`src/rtl/addsub_seq_chunked_if.sv`:
```
// Operand request / result handshake bundle for the chunked adder/subtractor.
// The master side drives operands and accepts results; the slave is the arithmetic unit.
interface addsub_seq_chunked_if #(
    parameter int unsigned WIDTH = 8
);
    logic             in_valid;
    logic             in_ready;
    logic [1:0]       op;
    logic [WIDTH-1:0] a;
    logic [WIDTH-1:0] b;
    logic             out_valid;
    logic             out_ready;
    logic [WIDTH-1:0] result;
    logic             cout;
    logic             ovf;
    logic             zero;
    logic [WIDTH-1:0] acc;

    modport master (
        output in_valid, op, a, b, out_ready,
        input  in_ready, out_valid, result, cout, ovf, zero, acc
    );

    modport slave (
        input  in_valid, op, a, b, out_ready,
        output in_ready, out_valid, result, cout, ovf, zero, acc
    );
endinterface

```
`src/rtl/addsub_seq_chunked.sv`:
```
// Multi-cycle adder/subtractor: CHUNK bits per cycle with a registered ripple carry,
// an accumulator operand mode, carry/overflow/zero flags and valid/ready on both sides.
module addsub_seq_chunked #(
    parameter int unsigned WIDTH = 8,
    parameter int unsigned CHUNK = 4
) (
    input logic                 clk,
    input logic                 rst,
    addsub_seq_chunked_if.slave bus
);
    localparam int unsigned N    = WIDTH / CHUNK;
    localparam int unsigned CntW = (N > 1) ? $clog2(N) : 1;
    localparam logic [CntW-1:0] LastCnt = CntW'(N - 1);

    typedef enum logic [1:0] {StIdle, StCalc, StDone} state_e;

    state_e           state_q, state_d;
    logic [WIDTH-1:0] op_a_q, op_a_d;
    logic [WIDTH-1:0] op_b_q, op_b_d;
    logic             carry_q, carry_d;
    logic [CntW-1:0]  cnt_q, cnt_d;
    logic [WIDTH-1:0] r_q, r_d;
    logic             sign_a_q, sign_a_d;
    logic             sign_b_q, sign_b_d;
    logic [WIDTH-1:0] result_q, result_d;
    logic             cout_q, cout_d;
    logic             ovf_q, ovf_d;
    logic             zero_q, zero_d;
    logic [WIDTH-1:0] acc_q, acc_d;

    logic [CHUNK-1:0] chunk_a;
    logic [CHUNK-1:0] chunk_b;
    logic [CHUNK:0]   chunk_sum;
    logic [WIDTH-1:0] r_full;

    always_ff @(posedge clk) begin
        if (rst) begin
            state_q  <= StIdle;
            op_a_q   <= '0;
            op_b_q   <= '0;
            carry_q  <= 1'b0;
            cnt_q    <= '0;
            r_q      <= '0;
            sign_a_q <= 1'b0;
            sign_b_q <= 1'b0;
            result_q <= '0;
            cout_q   <= 1'b0;
            ovf_q    <= 1'b0;
            zero_q   <= 1'b0;
            acc_q    <= '0;
        end else begin
            state_q  <= state_d;
            op_a_q   <= op_a_d;
            op_b_q   <= op_b_d;
            carry_q  <= carry_d;
            cnt_q    <= cnt_d;
            r_q      <= r_d;
            sign_a_q <= sign_a_d;
            sign_b_q <= sign_b_d;
            result_q <= result_d;
            cout_q   <= cout_d;
            ovf_q    <= ovf_d;
            zero_q   <= zero_d;
            acc_q    <= acc_d;
        end
    end

    // One chunk of the ripple add; r_full is the working result with this chunk merged in.
    always_comb begin
        chunk_a   = op_a_q[cnt_q * CHUNK +: CHUNK];
        chunk_b   = op_b_q[cnt_q * CHUNK +: CHUNK];
        chunk_sum = {1'b0, chunk_a} + {1'b0, chunk_b} + {{CHUNK{1'b0}}, carry_q};
        r_full    = r_q;
        r_full[cnt_q * CHUNK +: CHUNK] = chunk_sum[CHUNK-1:0];
    end

    always_comb begin
        state_d  = state_q;
        op_a_d   = op_a_q;
        op_b_d   = op_b_q;
        carry_d  = carry_q;
        cnt_d    = cnt_q;
        r_d      = r_q;
        sign_a_d = sign_a_q;
        sign_b_d = sign_b_q;
        result_d = result_q;
        cout_d   = cout_q;
        ovf_d    = ovf_q;
        zero_d   = zero_q;
        acc_d    = acc_q;

        case (state_q)
            StIdle: begin
                if (bus.in_valid) begin
                    op_a_d   = bus.op[1] ? acc_q : bus.a;
                    op_b_d   = bus.op[0] ? ~bus.b : bus.b;
                    // Subtraction is A + ~B + 1, so the initial carry is the op LSB.
                    carry_d  = bus.op[0];
                    sign_a_d = op_a_d[WIDTH-1];
                    sign_b_d = op_b_d[WIDTH-1];
                    cnt_d    = '0;
                    r_d      = '0;
                    state_d  = StCalc;
                end
            end
            StCalc: begin
                r_d     = r_full;
                carry_d = chunk_sum[CHUNK];
                if (cnt_q == LastCnt) begin
                    result_d = r_full;
                    cout_d   = chunk_sum[CHUNK];
                    ovf_d    = (sign_a_q == sign_b_q) && (r_full[WIDTH-1] != sign_a_q);
                    zero_d   = (r_full == '0);
                    acc_d    = r_full;
                    state_d  = StDone;
                end else begin
                    cnt_d = cnt_q + 1'b1;
                end
            end
            StDone: begin
                if (bus.out_ready) begin
                    state_d = StIdle;
                end
            end
            default: state_d = StIdle;
        endcase
    end

    assign bus.in_ready  = (state_q == StIdle);
    assign bus.out_valid = (state_q == StDone);
    assign bus.result    = result_q;
    assign bus.cout      = cout_q;
    assign bus.ovf       = ovf_q;
    assign bus.zero      = zero_q;
    assign bus.acc       = acc_q;
endmodule
```
`src/flat_wrapper.sv`:
```
// flat-port wrapper written by rule: the top's interface ports become plain ports
module addsub_seq_chunked_flat 
#(
    parameter int unsigned WIDTH = 8,
    parameter int unsigned CHUNK = 4
)
  (clk, rst, bus_in_valid, bus_op, bus_a, bus_b, bus_out_ready, bus_in_ready, bus_out_valid, bus_result, bus_cout, bus_ovf, bus_zero, bus_acc);
  addsub_seq_chunked_if #(.WIDTH(WIDTH)) bus_i ();
  input logic clk;
  input logic rst;
  input wire logic [$bits(bus_i.in_valid)-1:0] bus_in_valid;
  input wire logic [$bits(bus_i.op)-1:0] bus_op;
  input wire logic [$bits(bus_i.a)-1:0] bus_a;
  input wire logic [$bits(bus_i.b)-1:0] bus_b;
  input wire logic [$bits(bus_i.out_ready)-1:0] bus_out_ready;
  output wire logic [$bits(bus_i.in_ready)-1:0] bus_in_ready;
  output wire logic [$bits(bus_i.out_valid)-1:0] bus_out_valid;
  output wire logic [$bits(bus_i.result)-1:0] bus_result;
  output wire logic [$bits(bus_i.cout)-1:0] bus_cout;
  output wire logic [$bits(bus_i.ovf)-1:0] bus_ovf;
  output wire logic [$bits(bus_i.zero)-1:0] bus_zero;
  output wire logic [$bits(bus_i.acc)-1:0] bus_acc;
  assign bus_i.in_valid = bus_in_valid;
  assign bus_i.op = bus_op;
  assign bus_i.a = bus_a;
  assign bus_i.b = bus_b;
  assign bus_i.out_ready = bus_out_ready;
  assign bus_in_ready = bus_i.in_ready;
  assign bus_out_valid = bus_i.out_valid;
  assign bus_result = bus_i.result;
  assign bus_cout = bus_i.cout;
  assign bus_ovf = bus_i.ovf;
  assign bus_zero = bus_i.zero;
  assign bus_acc = bus_i.acc;
  addsub_seq_chunked #(.WIDTH(WIDTH), .CHUNK(CHUNK)) u_core (.clk(clk), .rst(rst), .bus(bus_i));
endmodule
```
`config.mk`:
```
export PLATFORM = sky130hd
export DESIGN_NAME = addsub_seq_chunked_flat
export DESIGN_NICKNAME = d
export VERILOG_FILES = /design/src/rtl/addsub_seq_chunked_if.sv /design/src/rtl/addsub_seq_chunked.sv /design/src/flat_wrapper.sv
export SDC_FILE = /design/constraint.sdc
export NUM_CORES = 1
export LEC_CHECK = 0
export BUFFER_PORTS_ARGS = -buffer_cell sky130_fd_sc_hd__clkbuf_2
export CAP_MARGIN = 20
export CELL_PAD_IN_SITES_DETAIL_PLACEMENT = 0
export CELL_PAD_IN_SITES_GLOBAL_PLACEMENT = 1
export CORE_MARGIN = 3
export CORE_UTILIZATION = 42
export DETAILED_ROUTE_END_ITERATION = 10
export HOLD_SLACK_MARGIN = 0.15
export PLACE_DENSITY = 0.8
export SLEW_MARGIN = 20
export SYNTH_ARGS = -nofsm -noshare
export SYNTH_HDL_FRONTEND = slang
export SYNTH_SLANG_ARGS = --single-unit
```
`constraint.sdc`:
```
create_clock -name clk -period 5.1 [get_ports clk]
set_clock_uncertainty 0.05 [all_clocks]
set_input_delay 1.275 -clock clk [delete_from_list [all_inputs] [get_ports clk]]
set_output_delay 1.275 -clock clk [all_outputs]
set_load 0.01 [all_outputs]
```
==> impl_metrics.env, run 1 <==
export IMPL_cts_tree="done"
export IMPL_drc=0
export IMPL_fin_crit_sh=0.544
export IMPL_first_iter_violations=72
export IMPL_fillers=380
export IMPL_die_h_um=70.7
export IMPL_status="finished clean"
export IMPL_antenna_found_initial=0
export IMPL_p_leak_nw=0.847
export IMPL_synth_area_per_cell_sq_um=9.02
export IMPL_critical_path_max_stage_delay_ns=0.67
export IMPL_drive_gt1_frac=0.281
export IMPL_htree_levels=2
export IMPL_ys_seq_elements=35
export IMPL_grt_max_degree=37
export IMPL_synth_area_top_cells="dfxtp_1 40%, a211oi_1 7.7%, nor2_1 6.6%"
export IMPL_max_cap_viol_count=0
export IMPL_crit_fanout=14
export IMPL_critical_path_class="reg2reg"
export IMPL_cts_hold_buffers=0
export IMPL_synthMostInstantiatedCell="dfxtp_1"
export IMPL_maxSlewViolCount=0
export IMPL_grt_pass1_wl_um=6570
export IMPL_drt_pass1_iter_count=5
export IMPL_grt_use_total=0.163
export IMPL_gp_congestion=0.859
export IMPL_fmax_mhz=361
export IMPL_die_area_sq_um=5000
export IMPL_hold_path_class="reg2reg"
export IMPL_critPathSlowestCell="dfxtp_1"
export IMPL_arrival_ns=2.94
export IMPL_cts_root_buffer="clkbuf_8"
export IMPL_antenna_cells=0
export IMPL_whs_ns=0.445
export IMPL_synthToLayoutAreaGrowth_pct=13.7
export IMPL_peakVddDrop_mv=0.176
export IMPL_period_needed_ns=2.77
export IMPL_overflow=0
export IMPL_yosysTopAreaCell="dfxtp_1"
export IMPL_finalHoldViolCount=0
export IMPL_synthFlopType="dfxtp_1"
export IMPL_ant_nets=0
export IMPL_numCtsBuffers=5
export IMPL_ys_warnings_count=0
export IMPL_viasPerCell=5.25
export IMPL_synth_cell_types=36
export IMPL_power_density_nw_per_um2=313
export IMPL_cp_common_cell="fa_1"
export IMPL_synth_common_cells="35 x dfxtp_1, 31 x nor2_1, 18 x a211oi_1, 14 x nand2_1"
export IMPL_synth_async_reset_ratio=0
export IMPL_clockBufferDepth=2
export IMPL_synth_edff_count=0
export IMPL_die_w_um=70.7
export IMPL_cts_sinks=35
export IMPL_dp_hpwl_um=2840
export IMPL_clock_latency_ns=0.28
export IMPL_numPortBuffers=42
export IMPL_final_core_utilization=0.519
export IMPL_max_slew_margin=0.525
export IMPL_cts_resized=0
export IMPL_p_total_uw=626
export IMPL_final_cells=272
export IMPL_post_cts_buffers=0
export IMPL_synthCells=195
export IMPL_grt_pass1_vias=1377
export IMPL_crit_required_ns=5.26
export IMPL_initial_utilization=0.456
export IMPL_wl_per_cell_um=14.2
export IMPL_setup_viol=0
export IMPL_ys_seq_area_frac=0.398
export IMPL_synth_top_area_share=0.398
export IMPL_vias=1427
export IMPL_drt_wl_total_um=3850
export IMPL_dpl_cell_count=264
export IMPL_core_sq_um=3850
export IMPL_crit_chain="mux2i_1 > fa_1 > inv_1 > fa_1 > or3_1 > nor4_1 > nand4_1 > o21ai_0"
export IMPL_nets=250
export IMPL_crit_buf_inv=1
export IMPL_worstSetupStartpointType="flop"
export IMPL_critPathTopFamily="adder cells"
export IMPL_end_kind="flop"
export IMPL_syn_cell_area_sq_um=1760
export IMPL_rsz0062_at_grt="false"
export IMPL_worst_pin_slew_ns=0.712
export IMPL_rows=22
export IMPL_num_io_pins=43
export IMPL_syn_nets=222
export IMPL_finalSetupTns_ns=0
export IMPL_clk_pin_slew_worst_paths_ns=0.08
## final timing paths
| check | to | cells past startpoint | slack, ns | from |
|---|---|---|---|---|
| worst max register to register | u_core.bus.zero | 8 | 2.33 | u_core.cnt_q |
| worst min-delay path | u_core.bus.result[1] | 2 | 0.45 | u_core.r_q[1] |
| worst max-delay path | u_core.bus.zero | 8 | 2.33 | u_core.cnt_q |
| worst min register to register | u_core.bus.result[1] | 2 | 0.45 | u_core.r_q[1] |
## area by class of cell
class	count	area [sq um]	share of cell area
inverter	3	11.3	0.00563
tap	48	60.1	0.0300
clock buffer	5	68.8	0.0344
multi-input combinational	135	921	0.461
clock inverter	3	20.0	0.0100
timing repair buffer	43	218	0.109
sequential	35	701	0.350
## placed cells by master (no fill, tap or decap), types with 2 or more instances in the layout
| cell | n |
|---|---|
| clkbuf_2 | 42 |
| dfxtp_1 | 35 |
| nor2_1 | 31 |
| a211oi_1 | 18 |
| nand2_1 | 14 |
| a21oi_1 | 11 |
| mux2i_1 | 10 |
| xnor2_1 | 8 |
| mux2_2 | 6 |
| clkbuf_8 | 5 |
| nand2b_1 | 4 |
| a22oi_1 | 4 |
| inv_1 | 3 |
| ha_1 | 3 |
| nor2b_1 | 2 |
| a21o_2 | 2 |
| o21ai_0 | 2 |
| nand3b_1 | 2 |
| nand3_1 | 2 |
| fa_1 | 2 |
| clkinvlp_4 | 2 |
## sequential cells by signal, indices dropped and copies added, names as in the netlist, 2 cells and up
register / count
u_core.bus.result: 8
u_core.op_a_q: 7
u_core.op_b_q: 8
u_core.r_q: 4
u_core.state_q: 2
## where the power goes
group	leakage, nW	switching, mW	internal (mW)
clock	0.0402	0.100	0.0949
sequential	0.287	0.0164	0.292
combinational	0.521	0.0653	0.0570
total	0.847	0.182	0.444
## cell families (layout without fill, tap and decap cells)
family | count (synthesis) | after routing | synth area share
AOI/OAI and AO/OA | 40 | 40 | 0.159
DFF | 35 | 35 | 0.398
adders and majority gates | 5 | 5 | 0.0441
muxes | 16 | 16 | 0.0953
buffers and inverters | 25 | 54 | 0.0782
xor gates and xnor gates | 9 | 9 | 0.0448
and+or+nand+nor | 65 | 65 | 0.181
## tightest hold or removal path, stage by stage, from the launching register on
cell,delay (ns)
dfxtp_1,0.33
nand2_1,0.07
a21oi_1,0.05
## per-layer routing
| layer | wire length, um | up-vias | track usage |
|---|---|---|---|
| met5 | 0 | - | 0 |
| met1 | 1790 | 667 | 0.217 |
| met3 | 200 | 2 | 0.0511 |
| met2 | 1830 | 38 | 0.254 |
| met4 | 32 | 0 | 0.0501 |
| li1 | - | 720 | - |
## stage by stage
step | area (sq um) | setup WS (ns)
floorplan | 1760 | 2.49
global placement | 1910 | 2.41
detailed placement | 1910 | 2.31
CTS | 2000 | 2.32
global route | 2000 | 2.11
finish | 2000 | 2.33
Note: power is estimated with default switching activity, not from simulation.
==> inputs of run 2 (changes only) <==
- CORE_UTILIZATION: 42 -> 39
- PLACE_DENSITY: 0.8 -> 0.75
- clock period: 5.1 -> 2.7 ns (I/O delays scaled with it)
==> impl_metrics.env, run 2 (synthesized netlist as in run 1, its figures left out) <==
export IMPL_worst_pin_slew_ns=0.609
export IMPL_critPathSlowestCell="dfxtp_1"
export IMPL_die_w_um=73.2
export IMPL_core_sq_um=4170
export IMPL_dp_hpwl_um=2720
export IMPL_cts_root_buffer="clkbuf_8"
export IMPL_p_int_uw=897
export IMPL_numCtsBuffers=5
export IMPL_critical_path_max_stage_delay_ns=0.50
export IMPL_p_seq_frac=0.472
export IMPL_clockBufferDepth=2
export IMPL_first_iter_violations=54
export IMPL_clk_pin_slew_worst_paths_ns=0.07
export IMPL_vias=1398
export IMPL_htree_levels=2
export IMPL_crit_fanout=8
export IMPL_r2r_setup_slack_ns=0.11
export IMPL_crit_required_ns=2.84
export IMPL_combPwrFrac=0.193
export IMPL_post_cts_buffers=0
export IMPL_switchingPower_uw=333
export IMPL_max_cap_viol_count=0
export IMPL_hp_start="u_core.bus.result[2]"
export IMPL_power_density_nw_per_um2=602
export IMPL_ff2ff_path_depth=7
export IMPL_worst_slack_ns=0.113
export IMPL_cts_tree="done"
export IMPL_crit_chain="buf_4 > mux2_2 > ha_1 > and3b_1 > or3_4 > a21o_1 > a311oi_2"
export IMPL_hold_path_class="reg2reg"
export IMPL_maxSlewViolCount=0
export IMPL_crit_buf_inv=1
export IMPL_worstSetupStartpointType="flop"
export IMPL_p_total_mw=1.23
export IMPL_drc=0
export IMPL_synthToLayoutAreaGrowth_pct=16.1
export IMPL_wl_per_cell_um=13.3
export IMPL_die_h_um=73.2
export IMPL_p_leak_nw=0.878
export IMPL_final_cell_mix="42 x clkbuf_2, 35 x dfxtp_1, 31 x nor2_1, 18 x a211oi_1, 14 x nand2_1"
export IMPL_status="finished clean"
export IMPL_grt_use_total=0.152
export IMPL_rows=23
export IMPL_fin_crit_sh=0.958
export IMPL_setup_viol=0
export IMPL_overflow=0
export IMPL_drive_gt1_frac=0.289
export IMPL_holdPathStages=2
export IMPL_r2r_start="u_core.cnt_q"
export IMPL_initial_utilization=0.422
export IMPL_rsz0062_at_grt="false"
export IMPL_critPathTopFamily="simple AND/OR/NAND/NOR gates"
export IMPL_drt_wl_total_um=3690
export IMPL_antenna_cells=0
export IMPL_cts_sinks=35
export IMPL_critical_path_class="reg2reg"
export IMPL_max_slew_margin=0.593
export IMPL_finalSetupTns_ns=0
export IMPL_viasPerCell=5.03
export IMPL_r2r_end="u_core.bus.ovf"
export IMPL_arrival_ns=2.73
export IMPL_final_core_utilization=0.490
export IMPL_grt_max_degree=21
export IMPL_end_kind="flop"
export IMPL_numPortBuffers=42
export IMPL_gp_congestion=0.766
export IMPL_layout_commonest_cell="clkbuf_2"
export IMPL_antenna_found_initial=0
export IMPL_period_needed_ns=2.59
export IMPL_ant_nets=0
export IMPL_cts_resized=0
export IMPL_finalHoldViolCount=0
export IMPL_die_area_sq_um=5350
export IMPL_pre_cts_ws_ns=0.155
export IMPL_seqCellArea_sq_um=701
export IMPL_clock_latency_ns=0.28
export IMPL_clkPwrFrac=0.335
export IMPL_drt_pass1_iter_count=4
export IMPL_multi_input_area_sq_um=921
export IMPL_min_to="u_core.bus.result[2]"
export IMPL_fmax_mhz=387
export IMPL_num_io_pins=43
export IMPL_cts_hold_buffers=0
export IMPL_nets=254
export IMPL_grt_pass1_vias=1380
export IMPL_grt_pass1_wl_um=6340
export IMPL_swShare=0.271
export IMPL_fillers=419
export IMPL_peakVddDrop_mv=0.330
==> run 2: changes by cell type in the layout (fill, tap and decap cells not counted), sizes merged <==
| cell | change |
|---|---|
| clkinvlp | -2 |
| clkbuf | +3 |
| clkinv | -1 |
| buf | +4 |
==> run 2: how the worst max path moves through the flow <==
stage                      start              end  cells past startpoint
floorplan           u_core.cnt_q  u_core.bus.zero                      9
global placement    u_core.cnt_q   u_core.bus.ovf                      7
detailed placement  u_core.cnt_q   u_core.bus.ovf                      7
CTS                 u_core.cnt_q   u_core.bus.ovf                      7
global route        u_core.cnt_q  u_core.bus.zero                      8
finish              u_core.cnt_q   u_core.bus.ovf                      7
==> run 2: metal layers <==
metal	global-route usage	up-vias	wire length, um	part of all wire
met1	0.195	640	1740	0.47
met5	0	-	0	0
met4	0.0430	0	17	0.0046
li1	-	727	-	-
met3	0.0427	2	175	0.047
met2	0.247	29	1770	0.48
==> run 2: tightest hold or removal path: cells and delay by family (launching register included) <==
family | cells | cell delay [ns]
DFF | 1 | 0.33
and+or+nand+nor | 1 | 0.06
AOI/OAI and AO/OA | 1 | 0.05
==> run 2: power groups by stage <==
stage	Sequential [mW]	Clock (mW)	Combinational (mW)
after detailed placement	0.593	0	0.238
after global routing	0.586	0.448	0.268
after floorplan	0.580	0	0.188
final	0.581	0.412	0.238
after CTS	0.581	0.427	0.240
after global placement	0.593	0	0.236
==> run 2: final cells by class <==
type                    count  share of cell area
flip-flops and latches     35               0.343
well taps                  50              0.0306
clock buffers               8              0.0490
multi-input cells         135               0.451
repair buffers             47               0.121
inverters                   3             0.00551
==> run 2: through the flow <==
step                instances  hold WS (ns)  instance area [sq um]
detailed placement        270         0.432                   1940
finish                    278         0.440                   2040
floorplan                 195         0.390                   1760
CTS                       278         0.443                   2040
global placement          270         0.424                   1940
global route              278         0.468                   2040
